`config.mk`:
```
export PLATFORM = sky130hd
export DESIGN_NAME = result_stream
export DESIGN_NICKNAME = d
export VERILOG_FILES = /design/src/rtl/result_stream_pkg.sv /design/src/rtl/result_shift.sv /design/src/rtl/result_stream.sv
export SDC_FILE = /design/constraint.sdc
export NUM_CORES = 1
export LEC_CHECK = 0
export ABC_AREA = 1
export CAP_MARGIN = 0
export CORE_UTILIZATION = 45
export DETAILED_ROUTE_END_ITERATION = 8
export GPL_ROUTABILITY_DRIVEN = 1
export PLACE_DENSITY = 0.75
export SLEW_MARGIN = 30
export SYNTH_ARGS = -nofsm -noshare
export SYNTH_HDL_FRONTEND = slang
export SYNTH_SLANG_ARGS = --single-unit
```
`constraint.sdc`:
```
create_clock -name clk -period 3.7 [get_ports clk]
set_clock_uncertainty 0.05 [all_clocks]
set_input_delay 0.74 -clock clk [delete_from_list [all_inputs] [get_ports clk]]
set_output_delay 0.74 -clock clk [all_outputs]
set_load 0.01 [all_outputs]
```
`src/rtl/result_stream_pkg.sv`:
```
// Shared definitions for the result egress path: cfg address map, FSM states
// and the length-check helper.
package result_stream_pkg;

    localparam logic [4:0] CFG_RSLT = 5'd3;

    typedef enum logic [1:0] {
        ST_IDLE  = 2'd0,
        ST_LOAD  = 2'd1,
        ST_SHIFT = 2'd2
    } rslt_state_e;

    // A word's rslt_last flag must agree with whether the word count says it is the final word.
    function automatic logic len_mismatch(input logic final_word, input logic last_flag);
        return final_word != last_flag;
    endfunction

endpackage

```
`src/rtl/result_shift.sv`:
```
// Down-shift serialiser: holds one result word and emits it as R stream beats,
// least-significant slice first, with val/rdy handshake and end-of-transfer last.
module result_shift #(
    parameter int WORD_W = 64,
    parameter int STR_W  = 16
) (
    input  logic              clk,
    input  logic              rst,
    input  logic              load,
    input  logic [WORD_W-1:0] word,
    input  logic              end_in,
    output logic [STR_W-1:0]  str_bus,
    output logic              str_last,
    output logic              str_val,
    input  logic              str_rdy,
    output logic              beat_done
);

    localparam int R   = WORD_W / STR_W;
    localparam int BCW = (R > 1) ? $clog2(R) : 1;

    logic [WORD_W-1:0] shift_r;
    logic [BCW-1:0]    beat_cnt_r;
    logic              val_r;
    logic              end_r;
    logic              final_beat_s;

    assign final_beat_s = (beat_cnt_r == '0);
    assign beat_done    = val_r & str_rdy & final_beat_s;
    assign str_bus      = shift_r[STR_W-1:0];
    assign str_val      = val_r;
    assign str_last     = val_r & end_r & final_beat_s;

    // Word capture has priority so a new word can land on the final-beat accept cycle.
    always_ff @(posedge clk or posedge rst) begin
        if (rst) begin
            shift_r    <= '0;
            beat_cnt_r <= '0;
            val_r      <= 1'b0;
            end_r      <= 1'b0;
        end else if (load) begin
            shift_r    <= word;
            beat_cnt_r <= BCW'(R - 1);
            val_r      <= 1'b1;
            end_r      <= end_in;
        end else if (val_r && str_rdy) begin
            if (final_beat_s) begin
                val_r <= 1'b0;
            end else begin
                shift_r    <= shift_r >> STR_W;
                beat_cnt_r <= beat_cnt_r - BCW'(1);
            end
        end
    end

endmodule

```
`src/rtl/result_stream.sv`:
```
// Result egress: accepts wide result words, serialises them to host stream beats,
// frames the transfer against the armed word count and reports done/mismatch.
module result_stream
    import result_stream_pkg::*;
#(
    parameter int CFG_DWIDTH     = 32,
    parameter int CFG_AWIDTH     = 5,
    parameter int STR_RSLT_WIDTH = 16,
    parameter int GROUP_NB       = 4,
    parameter int IMG_WIDTH      = 16,
    parameter int MEM_AWIDTH     = 16
) (
    input  logic                          clk,
    input  logic                          rst,
    input  logic [CFG_DWIDTH-1:0]         cfg_data,
    input  logic [CFG_AWIDTH-1:0]         cfg_addr,
    input  logic                          cfg_valid,
    input  logic [GROUP_NB*IMG_WIDTH-1:0] rslt_bus,
    input  logic                          rslt_last,
    input  logic                          rslt_val,
    output logic                          rslt_rdy,
    output logic [STR_RSLT_WIDTH-1:0]     str_rslt_bus,
    output logic                          str_rslt_last,
    output logic                          str_rslt_val,
    input  logic                          str_rslt_rdy,
    output logic                          rslt_done,
    output logic                          rslt_err
);

    localparam int WORD_W = GROUP_NB * IMG_WIDTH;

    rslt_state_e           state_r;
    logic [MEM_AWIDTH-1:0] word_cnt_r;
    logic [MEM_AWIDTH-1:0] cnt_eff_s;
    logic [MEM_AWIDTH-1:0] arm_n_s;
    logic                  err_r;
    logic                  done_r;
    logic                  arm_s;
    logic                  rdy_s;
    logic                  accept_s;
    logic                  final_word_s;
    logic                  end_s;
    logic                  beat_done_s;
    logic                  last_out_s;
    logic                  unused_cfg_s;

    assign arm_n_s      = cfg_data[MEM_AWIDTH-1:0];
    assign unused_cfg_s = ^cfg_data[CFG_DWIDTH-1:MEM_AWIDTH];
    assign arm_s        = cfg_valid && (cfg_addr == CFG_AWIDTH'(CFG_RSLT)) && (arm_n_s != '0);

    // Ready in LOAD, and on a non-ending final-beat accept so back-to-back words see no bubble.
    always_comb begin
        rdy_s = 1'b0;
        if (state_r == ST_LOAD) begin
            rdy_s = 1'b1;
        end else if (state_r == ST_SHIFT) begin
            rdy_s = beat_done_s & ~last_out_s;
        end else begin
            rdy_s = 1'b0;
        end
    end

    // In SHIFT the count is decremented on the same edge the next word is taken.
    assign cnt_eff_s    = (state_r == ST_SHIFT) ? (word_cnt_r - MEM_AWIDTH'(1)) : word_cnt_r;
    assign final_word_s = (cnt_eff_s == MEM_AWIDTH'(1));
    assign end_s        = final_word_s | rslt_last;
    assign accept_s     = rslt_val & rdy_s;

    assign rslt_rdy      = rdy_s;
    assign str_rslt_last = last_out_s;
    assign rslt_done     = done_r;
    assign rslt_err      = err_r;

    result_shift #(
        .WORD_W (WORD_W),
        .STR_W  (STR_RSLT_WIDTH)
    ) u_shift (
        .clk       (clk),
        .rst       (rst),
        .load      (accept_s),
        .word      (rslt_bus),
        .end_in    (end_s),
        .str_bus   (str_rslt_bus),
        .str_last  (last_out_s),
        .str_val   (str_rslt_val),
        .str_rdy   (str_rslt_rdy),
        .beat_done (beat_done_s)
    );

    // Transfer FSM with word counter and status flags.
    always_ff @(posedge clk or posedge rst) begin
        if (rst) begin
            state_r    <= ST_IDLE;
            word_cnt_r <= '0;
            err_r      <= 1'b0;
            done_r     <= 1'b0;
        end else begin
            done_r <= 1'b0;
            case (state_r)
                ST_IDLE: begin
                    if (arm_s) begin
                        word_cnt_r <= arm_n_s;
                        err_r      <= 1'b0;
                        state_r    <= ST_LOAD;
                    end
                end
                ST_LOAD: begin
                    if (accept_s) begin
                        err_r   <= err_r | len_mismatch(final_word_s, rslt_last);
                        state_r <= ST_SHIFT;
                    end
                end
                ST_SHIFT: begin
                    if (beat_done_s) begin
                        if (last_out_s) begin
                            done_r  <= 1'b1;
                            state_r <= ST_IDLE;
                        end else begin
                            word_cnt_r <= cnt_eff_s;
                            if (accept_s) begin
                                err_r <= err_r | len_mismatch(final_word_s, rslt_last);
                            end else begin
                                state_r <= ST_LOAD;
                            end
                        end
                    end
                end
                default: begin
                    state_r <= ST_IDLE;
                end
            endcase
        end
    end

endmodule

```
==> results of run 1 <==
[cells in the mapped netlist, drive strengths merged]
master / number / area (µm²)
mux2i: 1 / 10.01
o21a: 1 / 7.510
ha: 7 / 87.58
buf: 40 / 256.5
clkbuf: 12 / 45.04
nand4: 5 / 31.28
xor2: 2 / 17.52
nand3b: 2 / 15.01
clkinv: 2 / 8.750
nand3: 195 / 975.9
nor2: 42 / 157.7
o21bai: 1 / 7.510
nand2: 195 / 734.5
dfrtp: 88 / 2202
o211ai: 1 / 7.510
a21boi: 1 / 7.510
nor3: 2 / 15.01
inv: 42 / 157.7
o21ai: 25 / 128.9
[final cells by class]
type,instances,share of cell area [%]
multi-input combinational,480,35.82
sequential,88,35.61
timing repair buffer,121,19.59
tap,136,2.752
inverter,44,2.711
clock buffer,10,2.064
clock inverter,6,1.457
[cells by family (layout without fill, tap and decap cells)]
family / after synthesis / after routing / share of synthesized area, %
multiplexers: 1 / 1 / 0.2054
flip-flops: 88 / 88 / 45.19
AND/OR/NAND/NOR: 441 / 441 / 39.59
AO/OA/AOI/OAI: 29 / 29 / 3.261
XOR/XNOR: 2 / 2 / 0.3595
adder cells (fa/ha/maj): 7 / 7 / 1.797
buffers and inverters: 96 / 181 / 9.602
[per-stage QoR]
stage	power, W	hold slack [ns]	cell area [µm²]	util [%]
global placement	0.003689	0.4309	5966	57.27
CTS	0.004515	0.4629	6183	59.36
global route	0.004905	0.4832	6183	59.36
detailed placement	0.003768	0.4417	5966	57.27
floorplan	0.003183	0.4094	4873	-
finish	0.004492	0.4518	6183	59.36
[where the power goes]
part	switching [W]	total (W)	internal (W)
clock	0.000361	0.000745	0.000385
combinational	0.00123	0.00205	0.000816
sequential	0.000303	0.00170	0.00140
[flip-flops by register name, indices dropped and copies added, names as in the netlist]
| name | cells |
|---|---|
| u_shift.str_val | 1 |
| u_shift.beat_cnt_r | 2 |
| rslt_err | 1 |
| u_shift.end_r | 1 |
| u_shift.shift_r | 64 |
| rslt_done | 1 |
| word_cnt_r | 16 |
| state_r | 2 |
[metal layers]
layer | wire, µm | track usage, %
met4 | 208 | 8.333
met1 | 5895 | 32.71
met2 | 5451 | 35.06
met5 | 0 | 0
met3 | 523 | 2.698
[final timing paths]
| check | start | end | slack (ns) | cells after the start |
|---|---|---|---|---|
| max in group asynchronous | rst | u_shift.shift_r[45]$_DFFE_PP0P_ | 2.25 | 3 |
| min in group asynchronous | rst | rslt_done$_DFF_PP0_ | 0.66 | 2 |
| max reg2reg | state_r[0]$_DFFE_PP0P_ | rslt_err$_DFFE_PP0P_ | 0.93 | 17 |
| max | str_rslt_rdy | rslt_rdy | 0.62 | 4 |
| min reg2reg | u_shift.end_r$_DFFE_PP0P_ | u_shift.end_r$_DFFE_PP0P_ | 0.45 | 2 |
| min | u_shift.end_r$_DFFE_PP0P_ | u_shift.end_r$_DFFE_PP0P_ | 0.45 | 2 |
[cell usage in the layout, fill, tap and decap left out]
| master | count |
|---|---|
| buf_12 | 2 |
| o21bai_1 | 1 |
| nor3_4 | 1 |
| clkinv_1 | 1 |
| clkinv_2 | 3 |
| a21boi_0 | 1 |
| inv_1 | 40 |
| o21ai_0 | 23 |
| clkinvlp_4 | 1 |
| ha_1 | 7 |
| nand2_4 | 1 |
| clkbuf_8 | 9 |
| nand3b_1 | 2 |
| dfrtp_1 | 88 |
| mux2i_1 | 1 |
| nor2_1 | 42 |
| buf_4 | 8 |
| o211ai_1 | 1 |
| nand4_1 | 5 |
| inv_6 | 2 |
| inv_2 | 1 |
| o21ai_2 | 1 |
| o21a_1 | 1 |
| clkdlybuf4s50_1 | 111 |
| clkbuf_1 | 1 |
| nand2_1 | 194 |
| nor3_1 | 1 |
| xor2_1 | 2 |
| o21ai_1 | 1 |
| bufinv_16 | 2 |
| nand3_1 | 195 |
[worst max-delay path, cell delays in order]
cell	delay, ns
clkdlybuf4s50_1	0.52
nand3_1	0.15
o21ai_2	0.29
clkdlybuf4s50_1	0.59
==> results.md, run 1 <==
* Outcome: finished, final reports clean
* DRT Pass-1 Iters at 6
* Synth cell types at 28
* Nets at roughly 860
* Die Footprint at ~11000 µm²
* Syn nets at 778
* Largest net degree at the start of global routing at 67
* # setup viols final at 0
* Final slew viol count at 0
* CTS tree: done
* DIE HEIGHT at between 100 and 150 µm
* Skew-Pair Late Insertion Delay at roughly 0.35 ns
* Worst VDD drop at about 330 µV
* Num Clock Sinks at a little under 90
* Layout cells sized above 1 at ~4.1%
* Cell Rows at 37
* Post-cts hold buffer count at 0
* DR WL/cell at about 14 µm
* Min Tclk post-route at just over 3 ns
* Via density at 5.180
* Max-cap violations at 0
* Diode count at 0
* Total track usage at a little under a quarter
* Req. time, crit path at between 2 and 3 ns
* P_leak at about 3.0 nW
* Setup crit start kind: input port
* CP Max Fanout at 4
* Post-route insts no fill at around 890
* Iter 0 DRT Violations at 302
* Layout area overhead at 26.88%
* Fmax at roughly 0.32 GHz
* Port-buffer cells at 111
* Core area at between 10000 and 15000 µm²
* Max H-tree Level at 3
* Multi-input combinational cell area at 2215 µm²
* PwrDens at about 730 nW/µm²
* Worst slew margin at 64.24%
* Post-synthesis cell count at between 600 and 700
* Starting Density at between 40% and 50%
* Die Width at 106.1 µm
* Post-CTS sizing at 0
* Setup TNS at 0 ns
* CP Data Arrival Time at about 2.3 ns
* Num CTS Buffers at 9
* Via count at 4584
* Clock slew at reported path FFs at 0.09 ns
* HP Class: flip-flop to flip-flop
* Boundary Pins at 128
* Sequential cell area at 2202 µm²
* CTS Buffer Depth at 2
* Seq/Total Area, Yosys at between 40% and 50%
* Postcts setup bufs at 0
* Critical path class: input port to primary output
* DP HPWL at ~8.9 mm
* Avg Inst Size Synth at between 7 and 8 µm²
* DR DRC count at 0
* RD Place Congestion at ~0.9
* Detail Route Antenna Nets at 0
* Final worst setup slack at between 0.6 and 0.7 ns
* First-pass GRT wire length at 20.27 mm
* Root Buffer: clkbuf_8
* Synth Cell Area at about 4900 µm²
* Total Wirelength at between 10 and 15 mm
* Worst slew pin tran at 0.5364 ns
* Antenna violations before repair at 0
* Post-Place Cells at 869
* Crit. End Element: primary output
* Synth warnings at 0
* RSZ-0062 raised after global routing: no
* Congestion Overflow GR at 0
* Hold Violations, Final at 0
* Period utilization at a little over four fifths
* Dpl ws at around 0.62 ns
* Vias in the first global route at ~4300
* Yosys reg bits at between 80 and 90
* Fillers at about 960
Note: power is estimated with default switching activity, not from simulation.
==> inputs of run 2 (changes only) <==
--- a/config.mk
+++ b/config.mk
@@ -7,10 +7,10 @@
 export LEC_CHECK = 0
 export ABC_AREA = 1
 export CAP_MARGIN = 0
-export CORE_UTILIZATION = 45
+export CORE_UTILIZATION = 44
 export DETAILED_ROUTE_END_ITERATION = 8
 export GPL_ROUTABILITY_DRIVEN = 1
-export PLACE_DENSITY = 0.75
+export PLACE_DENSITY = 0.76
 export SLEW_MARGIN = 30
 export SYNTH_ARGS = -nofsm -noshare
 export SYNTH_HDL_FRONTEND = slang
==> constraint.sdc (replaced) <==
create_clock -name clk -period 2.6 [get_ports clk]
set_clock_uncertainty 0.05 [all_clocks]
set_input_delay 0.52 -clock clk [delete_from_list [all_inputs] [get_ports clk]]
set_output_delay 0.52 -clock clk [all_outputs]
set_load 0.01 [all_outputs]
==> run 2 against run 1 <==
Compared with the run above: die area is 2.2% higher; critical path depth is 12 higher; combinational power is 54% higher; global-route usage is 0.81 points lower; final area is 2.6% higher; critical path type is now flip-flop to flip-flop; largest power group unchanged; highest routed layer unchanged.
==> results.md, run 2 (synthesis gave the netlist of run 1 again) <==
* Worst VDD drop at 562.0 µV (was 335.0 µV)
* Switch Pwr at 0.002792 W (was 0.001895 W)
* Clock power frac at 13.9% (was 16.6%)
* P_leak at 3.045 nW (was 2.978 nW)
* Num Clock Sinks at 88 (unchanged)
* Port-buffer cells at 111 (unchanged)
* Via density at 5.238 (was 5.180)
* Root Buffer: clkbuf_8 (unchanged)
* Antenna violations before repair at 0 (unchanged)
* Max FFs per register at 64 (unchanged)
* Cell Rows at 38 (was 37)
* DR WL met2 at 5.670 mm (was 5.451 mm)
* Regs by FF count: u_shift.shift_r: 64 flops, word_cnt_r: 16 flops (unchanged)
* Post-Place Cells at 880 (was 869)
* Period utilization at slightly above 90%
* PwrDens at 1022 nW/µm² (was 726.4 nW/µm²)
* CP Data Arrival Time at 2.63 ns (was 2.29 ns)
* Largest register by flop count: u_shift.shift_r (unchanged)
* Worst slew pin tran at 0.6545 ns (was 0.5364 ns)
* Boundary Pins at 128 (unchanged)
* Sequential cell area at 2202 µm² (unchanged)
* Core area at 10790 µm² (was 10420 µm²)
* Max H-tree Level at 3 (unchanged)
* Congestion Overflow GR at 0 (unchanged)
* # setup viols final at 0 (unchanged)
* CTS Buffer Depth at 2 (unchanged)
* Gate power share at 48.8% (was 45.6%)
* Highest routed layer: met4 (unchanged)
* Layout area overhead at 30.14% (was 26.88%)
* Final hold slack at 0.4537 ns (was 0.4518 ns)
* Fmax at about 0.41 GHz
* Final worst setup slack at 0.1724 ns (was 0.6203 ns)
* Starting Density at 45.15% (was 46.79%)
* Iter 0 DRT Violations at 392 (was 302)
* Crit. End Element: flip-flop (was primary output)
* Via count at 4725 (was 4584)
* Critical path class: flip-flop to flip-flop (was input port to primary output)
* Die Width at 107.2 µm (was 106.1 µm)
* Worst slew margin at 56.36% (was 64.24%)
* Largest net degree at the start of global routing at 68 (was 67)
* Post-route insts no fill at 902 (was 885)
* Hold Violations, Final at 0 (unchanged)
* Total track usage at 21.86% (was 22.67%)
* Detail Route Antenna Nets at 0 (unchanged)
* Req. time, crit path at 2.81 ns (was 2.91 ns)
* Skew-Pair Late Insertion Delay at 0.37 ns (was 0.35 ns)
* Most common cell after layout, fill and taps aside: nand3_1 (unchanged)
* DRT Pass-1 Iters at 5 (was 6)
* Min Tclk post-route at ~2.4 ns
* CTS tree: done (unchanged)
* Num CTS Buffers at 9 (unchanged)
* Die Footprint at 11500 µm² (was 11250 µm²)
* First-pass GRT wire length at 19.89 mm (was 20.27 mm)
* DR WL/cell at 13.62 µm (was 13.65 µm)
* Met1 wire length at 5.790 mm (was 5.895 mm)
* Multi-input combinational cell area at 2262 µm² (was 2215 µm²)
* DP HPWL at 8.887 mm (was 8.882 mm)
* Internal at 0.003690 W (was 0.002597 W)
* Diode count at 0 (unchanged)
* Layout cells sized above 1 at 7.087% (was 4.139%)
* Total Wirelength at 12.29 mm (was 12.08 mm)
* Outcome: finished, final reports clean (unchanged)
* HP Class: flip-flop to flip-flop (unchanged)
* Dpl ws at 0.1012 ns (was 0.6171 ns)
* Max-cap violations at 0 (unchanged)
* Most frequent cells in the layout: nand3_1 (194), nand2_1 (192), clkdlybuf4s50_1 (110) (was nand3_1 (195), nand2_1 (194), clkdlybuf4s50_1 (111))
* Setup TNS at 0 ns (unchanged)
* Switching share of power at 43.07% (was 42.18%)
* Reg power frac at 37.3% (was 37.8%)
* RD Place Congestion at 0.8795 (was 0.8778)
* Final slew viol count at 0 (unchanged)
* Setup crit start kind: flip-flop (was input port)
* Met3 wire length at 572 µm (was 523 µm)
* Nets at 871 (was 858)
* CP Max Fanout at 3 (was 4)
* Vias in the first global route at 4219 (was 4329)
* Fillers at 1020 (was 964)
* Clock slew at reported path FFs at 0.08 ns (was 0.09 ns)
* DIE HEIGHT at 107.2 µm (was 106.1 µm)
* Final Util at 58.76% (was 59.36%)
* DR DRC count at 0 (unchanged)
==> run 2: worst max-delay path: stages (launching register included) <==
cell	delay (ns)
dfrtp_1	0.42
inv_2	0.10
ha_4	0.16
inv_1	0.09
nor2_4	0.12
nand3_2	0.10
nand2_1	0.07
o21ai_0	0.16
nor2_2	0.15
nand3_1	0.08
nor2_1	0.13
nand2_2	0.08
ha_1	0.29
nor2_1	0.12
nor2_1	0.06
nand4_1	0.08
nand2_1	0.06
==> run 2: final cells by class <==
type                       instances  share of cell area [%]
multi-input combinational        480                   35.67
sequential                        88                   34.72
timing repair buffer             134                   21.25
tap                              140                   2.762
inverter                          44                   2.722
clock buffer                      11                   2.229
clock inverter                     5                  0.6510
==> run 2: timing repair <==
item | 4_1_cts | 5_1_grt
buffers inserted | 0 | 6
hold buffers | 0 | 0
setup endpoints to repair | 1 | 1
gates resized for setup | 1 | 19
pin swaps | 0 | 9
==> run 2: per-stage QoR <==
step | power, W | area, µm²
after global placement | 0.005315 | 6051
after detailed placement | 0.005446 | 6053
final | 0.006482 | 6342
after global routing | 0.007030 | 6342
after floorplan | 0.004531 | 4877
after CTS | 0.006338 | 6235
==> run 2: power by group through the flow <==
stage	logic, W	clock network, W	registers [W]
after detailed placement	0.00301	0	0.00243
after CTS	0.00301	0.000919	0.00241
after floorplan	0.00222	0	0.00232
after global placement	0.00291	0	0.00240
final	0.00316	0.000901	0.00242
after global routing	0.00356	0.000972	0.00250
==> run 2: final timing paths <==
kind | startpoint | slack (ns) | endpoint | depth (start not counted)
min in group asynchronous | rst | 0.49 | u_shift.shift_r[8]$_DFFE_PP0P_ | 2
max in group asynchronous | rst | 1.38 | u_shift.shift_r[50]$_DFFE_PP0P_ | 3
worst max-delay path | state_r[0]$_DFFE_PP0P_ | 0.17 | rslt_err$_DFFE_PP0P_ | 16
worst min register to register | u_shift.end_r$_DFFE_PP0P_ | 0.45 | u_shift.end_r$_DFFE_PP0P_ | 2
worst max register to register | state_r[0]$_DFFE_PP0P_ | 0.17 | rslt_err$_DFFE_PP0P_ | 16
worst min-delay path | u_shift.end_r$_DFFE_PP0P_ | 0.45 | u_shift.end_r$_DFFE_PP0P_ | 2
==> run 2: metal layers <==
metal,up-vias,global-route usage (%)
met3,19,2.675
met5,-,0
met2,138,33.23
li1,2350,-
met1,2218,31.18
met4,0,9.883
